--- src/rtl/register_w16_if.sv ---
// Purpose: data bundle for the register_w16 pipeline register (word in, word out).
// Latency: n/a (wires only); the register behind it adds exactly one clock.
// Backpressure: none; no valid/ready, the consumer sees a new word every clock.
// Ports: data_in  - word to be captured (master drives)
//        data_out - registered copy of data_in (slave drives)
interface register_w16_if #(
  parameter int unsigned WIDTH = 16
);
  logic [WIDTH-1:0] data_in;
  logic [WIDTH-1:0] data_out;

  // Upstream side: supplies the word, observes the registered copy.
  modport master (
    output data_in,
    input  data_out
  );

  // Register side: consumes the word, drives the registered copy.
  modport slave (
    input  data_in,
    output data_out
  );
endinterface

--- src/rtl/register_w16.sv ---
// Purpose: WIDTH-bit D-type pipeline register for retiming / breaking timing paths.
// Latency: 1 clock; reloads unconditionally on every rising clk edge.
// Backpressure: none; no enable or handshake, a held input is recaptured each cycle.
// Ports: clk      - single clock, rising edge
//        rst_n    - asynchronous active-low reset, forces data_out to RESET_VALUE
//        bus      - slave modport: data_in (captured word), data_out (flop output)
module register_w16 #(
  parameter int unsigned      WIDTH       = 16,
  parameter logic [WIDTH-1:0] RESET_VALUE = {WIDTH{1'b0}}
) (
  input  logic          clk,
  input  logic          rst_n,
  register_w16_if.slave bus
);

  logic [WIDTH-1:0] data_d;
  logic [WIDTH-1:0] data_q;

  // Straight bit-for-bit pass-through: nothing sits ahead of the flop, so the
  // input setup/hold window is the flop's own.
  always_comb begin
    data_d = bus.data_in;
  end

  // Reset is asynchronous on assertion; release is expected to be synchronised
  // upstream, so an edge coinciding with rst_n rising does not capture.
  always_ff @(posedge clk or negedge rst_n) begin
    if (!rst_n) begin
      data_q <= RESET_VALUE;
    end else begin
      data_q <= data_d;
    end
  end

  // Output comes straight from the flop; no combinational path from any input.
  assign bus.data_out = data_q;

endmodule

--- src/flat_wrapper.sv ---
// flat-port wrapper written by rule: the top's interface ports become plain ports
module register_w16_flat 
#(
  parameter int unsigned      WIDTH       = 16,
  parameter logic [WIDTH-1:0] RESET_VALUE = {WIDTH{1'b0}}
)
  (clk, rst_n, bus_data_in, bus_data_out);
  register_w16_if #(.WIDTH(WIDTH)) bus_i ();
  input  logic clk;
  input  logic rst_n;
  input wire logic [$bits(bus_i.data_in)-1:0] bus_data_in;
  output wire logic [$bits(bus_i.data_out)-1:0] bus_data_out;
  assign bus_i.data_in = bus_data_in;
  assign bus_data_out = bus_i.data_out;
  register_w16 #(.WIDTH(WIDTH), .RESET_VALUE(RESET_VALUE)) u_core (.clk(clk), .rst_n(rst_n), .bus(bus_i));
endmodule
--- config.mk ---
export PLATFORM = sky130hd
export DESIGN_NAME = register_w16_flat
export DESIGN_NICKNAME = d
export VERILOG_FILES = /design/src/rtl/register_w16_if.sv /design/src/rtl/register_w16.sv /design/src/flat_wrapper.sv
export SDC_FILE = /design/constraint.sdc
export NUM_CORES = 1
export LEC_CHECK = 0
export ABC_AREA = 1
export BUFFER_PORTS_ARGS = -buffer_cell sky130_fd_sc_hd__buf_2
export CAP_MARGIN = 20
export CORE_AREA = 2 2 39 41
export DETAILED_ROUTE_END_ITERATION = 8
export DIE_AREA = 0 0 41 43
export GPL_TIMING_DRIVEN = 0
export PLACE_DENSITY = 0.66
export SLEW_MARGIN = 5
export SYNTH_ARGS = -nofsm -noshare
export SYNTH_HDL_FRONTEND = slang
export SYNTH_SLANG_ARGS = --single-unit
--- constraint.sdc ---
create_clock -name clk -period 1 [get_ports clk]
set_input_delay 0.05 -clock clk [delete_from_list [all_inputs] [get_ports clk]]
set_output_delay 0.05 -clock clk [all_outputs]
set_load 0.02 [all_outputs]
==> results of run 1 <==
[report_power, final]
group	switching, mW	total (mW)	internal, mW
Combinational	0.0832	0.172	0.0885
Sequential	0.00690	0.686	0.679
Clock	0.184	0.405	0.221
[area by class of cell]
class | instances | area share [%]
flip-flops and latches | 16 | 50.6
repair buffers | 50 | 42.3
clock buffers | 4 | 4.58
well taps | 16 | 2.53
[cell usage in the layout, fill, tap and decap left out]
| cell type | count |
|---|---|
| dfrtp_1 | 16 |
| dlygate4sd3_1 | 17 |
| buf_2 | 33 |
| clkbuf_4 | 3 |
| clkbuf_8 | 1 |
[through the flow]
| step | utilization [%] | hold slack (ns) | total power, mW | setup WS, ns |
|---|---|---|---|---|
| global route | 57.2 | 0.243 | 1.32 | 0.106 |
| detailed placement | 42.3 | -0.0285 | 0.821 | 0.453 |
| floorplan | - | -0.246 | 0.745 | 0.534 |
| global placement | 42.3 | -0.0331 | 0.817 | 0.458 |
| finish | 57.2 | 0.201 | 1.26 | 0.150 |
| CTS | 57.2 | 0.199 | 1.28 | 0.136 |
[metal layers]
layer	GRT usage, %	wire length [um]
met1	13.2	312
met5	0	0
met4	8.00	0
met2	21.3	544
met3	3.14	74
[worst paths after layout]
path	depth (start not counted)	from	to	slack (ns)
max in group asynchronous	2	rst_n	u_core.bus.data_out[6]	0.55
worst max-delay path	1	u_core.bus.data_out[3]	bus_data_out[3]	0.15
min in group clk	2	bus_data_in[1]	u_core.bus.data_out[1]	0.40
worst min-delay path	2	rst_n	u_core.bus.data_out[3]	0.20
[logic make-up after synthesis]
logic type and after synthesis:
flops 16
==> impl_metrics.env, run 1 <==
export IMPL_dp_cells=65
export IMPL_io_buffers=33
export IMPL_final_area_um2=792
export IMPL_ys_types=1
export IMPL_dp_hpwl_um=571
export IMPL_firstDrtPassIters=1
export IMPL_ant_nets=0
export IMPL_grt_setup_unrepaired="no"
export IMPL_via_per_inst=3.78
export IMPL_path_cells="buf_2"
export IMPL_holdBufCountCts=17
export IMPL_drive_gt1_share_pct=52.9
export IMPL_netlist_top_cells_area="dfrtp_1"
export IMPL_n_fill_cell=118
export IMPL_endpoint_kind="output port"
export IMPL_grt_max_degree=17
export IMPL_grt_ovfl_total=0
export IMPL_area_growth_pct=97.8
export IMPL_hold_violations=0
export IMPL_vias=325
export IMPL_grt_pass1_vias=349
export IMPL_post_synth_top_count_cell="dfrtp_1"
export IMPL_finalSetupTns_ns=0
export IMPL_cellLeakagePower_nw=0.408
export IMPL_cts_tree="done"
export IMPL_synthAdderAreaFrac_pct=0
export IMPL_yosysWarnings=0
export IMPL_dieWidth_um=41
export IMPL_crit_buf_inv=1
export IMPL_synth_main_ff_cell="dfrtp_1"
export IMPL_finalCritPeriodShare_pct=85.0
export IMPL_report_final_slew_viol_count=0
export IMPL_max_slew_margin_pct=77.2
export IMPL_die_h_um=43
export IMPL_synth_top_area_share_pct=100
export IMPL_multi_input_gates=0
export IMPL_outcome="finished clean"
export IMPL_multiInputGateArea_um2=0
export IMPL_synth_xor_area_share_pct=0
export IMPL_critPathLaunchType="flop"
export IMPL_clk_pin_slew_ns=0.09
export IMPL_wire_per_inst_um=10.8
export IMPL_cts_buffers=3
export IMPL_maxCapViolations=0
export IMPL_yosys_area_top_type="dfrtp_1"
export IMPL_ir_worst_vdd_uv=860
export IMPL_cts_sinks=16
export IMPL_synth_seq_cells=16
export IMPL_synth_edf_count=0
export IMPL_syn_num_nets=34
export IMPL_p_per_area_nw_per_um2=1590
export IMPL_netlist_instances=16
export IMPL_path_max_fanout=1
export IMPL_drc_errors=0
export IMPL_crit_family="flip-flops"
export IMPL_arrival_ns=0.80
export IMPL_hp_class="in2async"
export IMPL_die_area_um2=1760
export IMPL_avgSynthCellArea_um2=25.0
export IMPL_cp_slowest_stage_delay_ns=0.37
export IMPL_ctsResizeCount=0
export IMPL_ys_seq_area_share_pct=100
export IMPL_async_reset_ff_share_pct=100
export IMPL_clock_path_buffers=2
export IMPL_io_pins=34
export IMPL_drtIter0Drc=0
export IMPL_wl_um=931
export IMPL_fp_coreArea_um2=1380
export IMPL_globalplace_congestion=0.587
export IMPL_max_slew_worst_pin_slew_ns=0.342
export IMPL_dpl_instance_area_um2=586
export IMPL_final_nets=89
export IMPL_ys_top_cells_by_count="dfrtp_1"
export IMPL_syn_area_um2=400
export IMPL_max_freq_mhz=1180
export IMPL_muxShareOfSynthArea_pct=0
export IMPL_synth_simple_gate_area_share_pct=0
export IMPL_grtUsageTotal_pct=12.7
export IMPL_synth_compound_area_share_pct=0
export IMPL_setup_viol=0
export IMPL_ff_latch_area_um2=400
export IMPL_antenna_found_initial=0
export IMPL_cp_slowest_cell="dfrtp_1"
export IMPL_start_util_pct=28.9
export IMPL_largest_reg_flops=16
export IMPL_cts_setup_buffers=0
export IMPL_htree_levels=1
export IMPL_antenna_cells=0
export IMPL_path_class="reg2out"
export IMPL_root_buffer="clkbuf_4"
export IMPL_stdcell_count=86
export IMPL_finalCriticalPeriod_ns=0.850
export IMPL_critical_path_required_ns=0.95
export IMPL_placementRows=14
export IMPL_grt_first_pass_wirelength_um=1410
(Power assumes the default switching activity.)
==> run 2: changes to the inputs <==
==> constraint.sdc (replaced) <==
create_clock -name clk -period 0.8 [get_ports clk]
set_input_delay 0.04 -clock clk [delete_from_list [all_inputs] [get_ports clk]]
set_output_delay 0.04 -clock clk [all_outputs]
set_load 0.02 [all_outputs]
==> run 2 against run 1 <==
Compared with the run above:
- the flow now finishes with violations (setup timing)
- first-iteration DRC count is the same
- total power grew 31%
- wire length grew 12%
- cell area grew 13%
- utilization grew 7.2 points
- non-clock buffer count is the same
- cell count is the same
- critical endpoint is now bus_data_out[13]
- critical path depth is the same
- clock power grew 29%
- global-route usage grew 1.8 points
- largest cell class is now buffers
==> impl_metrics.env, run 2 (same netlist as run 1, synthesis figures left out) <==
export IMPL_outcome="finished with violations"
export IMPL_failed_checks="setup timing"
export IMPL_dp_hpwl_um=571
export IMPL_io_pins=34
export IMPL_dieWidth_um=41
export IMPL_clock_path_buffers=2
export IMPL_max_slew_worst_pin_slew_ns=0.343
export IMPL_ir_worst_vdd_uv=1060
export IMPL_globalplace_congestion=0.587
export IMPL_cts_setup_buffers=0
export IMPL_n_fill_cell=101
export IMPL_path_max_fanout=1
export IMPL_wl_um=1050
export IMPL_area_growth_pct=123
export IMPL_arrival_ns=0.81
export IMPL_crit_buf_inv=1
export IMPL_report_final_slew_viol_count=0
export IMPL_p_per_area_nw_per_um2=1850
export IMPL_endpoint_kind="output port"
export IMPL_grt_pass1_vias=364
export IMPL_max_slew_margin_pct=77.1
export IMPL_grt_ovfl_total=0
export IMPL_root_buffer="clkbuf_4"
export IMPL_cts_buffers=3
export IMPL_crit_family="flip-flops"
export IMPL_cts_sinks=16
export IMPL_clk_pin_slew_ns=0.10
export IMPL_wire_per_inst_um=12.2
export IMPL_multi_input_gates=0
export IMPL_finalSetupTns_ns=-0.504
export IMPL_grt_first_pass_wirelength_um=1570
export IMPL_die_area_um2=1760
export IMPL_die_h_um=43
export IMPL_placementRows=14
export IMPL_ant_nets=0
export IMPL_antenna_found_initial=0
export IMPL_cts_tree="done"
export IMPL_globalRouteMet1Util_pct=14.2
export IMPL_setup_viol=16
export IMPL_critical_path_required_ns=0.76
export IMPL_start_util_pct=28.9
export IMPL_max_freq_mhz=1180
export IMPL_grt_setup_unrepaired="yes"
export IMPL_drc_errors=0
export IMPL_grtUsageTotal_pct=14.6
export IMPL_drtIter0Drc=0
export IMPL_path_cells="buf_6"
export IMPL_grtUsageMet3_pct=3.14
export IMPL_ff_latch_area_um2=400
export IMPL_vias=325
export IMPL_holdWs_ns=0.195
export IMPL_cellLeakagePower_nw=0.442
export IMPL_firstDrtPassIters=1
export IMPL_hp_class="in2async"
export IMPL_finalCriticalPeriod_ns=0.851
export IMPL_io_buffers=33
export IMPL_fin_util_pct=64.5
export IMPL_antenna_cells=0
export IMPL_setup_ws_ns=-0.0509
export IMPL_htree_levels=1
export IMPL_fp_coreArea_um2=1380
export IMPL_largest_reg_flops=16
export IMPL_hold_violations=0
export IMPL_drive_gt1_share_pct=52.9
export IMPL_power_total_mw=1.65
export IMPL_maxCapViolations=0
export IMPL_use_met2_pct=25.9
export IMPL_cp_slowest_cell="dfrtp_1"
export IMPL_via_per_inst=3.78
export IMPL_grt_max_degree=17
export IMPL_cp_slowest_stage_delay_ns=0.40
export IMPL_path_class="reg2out"
export IMPL_final_nets=89
export IMPL_critPathLaunchType="flop"
export IMPL_mostFrequentLayoutCells="dlygate4sd3_1, buf_2, buf_6, dfrtp_1, clkbuf_4"
export IMPL_dp_slack_ns=0.263
export IMPL_multiInputGateArea_um2=0
export IMPL_finalCritPeriodShare_pct=106
export IMPL_top_usage_layer="met2"
run 2: worst paths after layout:
| check | startpoint | to | slack, ns | cells past startpoint |
|---|---|---|---|---|
| max | u_core.bus.data_out[13] | bus_data_out[13] | -0.05 | 1 |
| min | rst_n | u_core.bus.data_out[7] | 0.19 | 2 |
| max in group asynchronous | rst_n | u_core.bus.data_out[6] | 0.35 | 2 |
| min in group clk | bus_data_in[2] | u_core.bus.data_out[2] | 0.39 | 2 |
run 2: final cells by class:
type,count,area share [%]
sequential,16,44.9
timing repair buffer,50,48.8
tap,16,2.24
clock buffer,4,4.07
run 2: through the flow:
step                instances  cell area, um2
floorplan                  16             400
global placement           65             586
detailed placement         65             586
CTS                        86             892
global route               86             892
finish                     86             892
run 2: repair_timing:
action                                  4_1_cts  5_1_grt
hold buffers                                 17        0
hold endpoints to repair                     32        0
resized for setup                            32        0
cloned                                        0        0
endpoints found under the setup margin       16       16
run 2: where the power goes:
| group | internal (mW) | switching (mW) | total (mW) |
|---|---|---|---|
| Sequential | 0.849 | 0.0196 | 0.869 |
| Combinational | 0.159 | 0.106 | 0.265 |
| Clock | 0.276 | 0.245 | 0.521 |
| Total | 1.28 | 0.370 | 1.65 |
run 2: layer usage:
metal,vias up,wire (um)
met4,0,0
li1,156,-
met1,154,320
met3,0,58
met2,15,666
met5,-,0
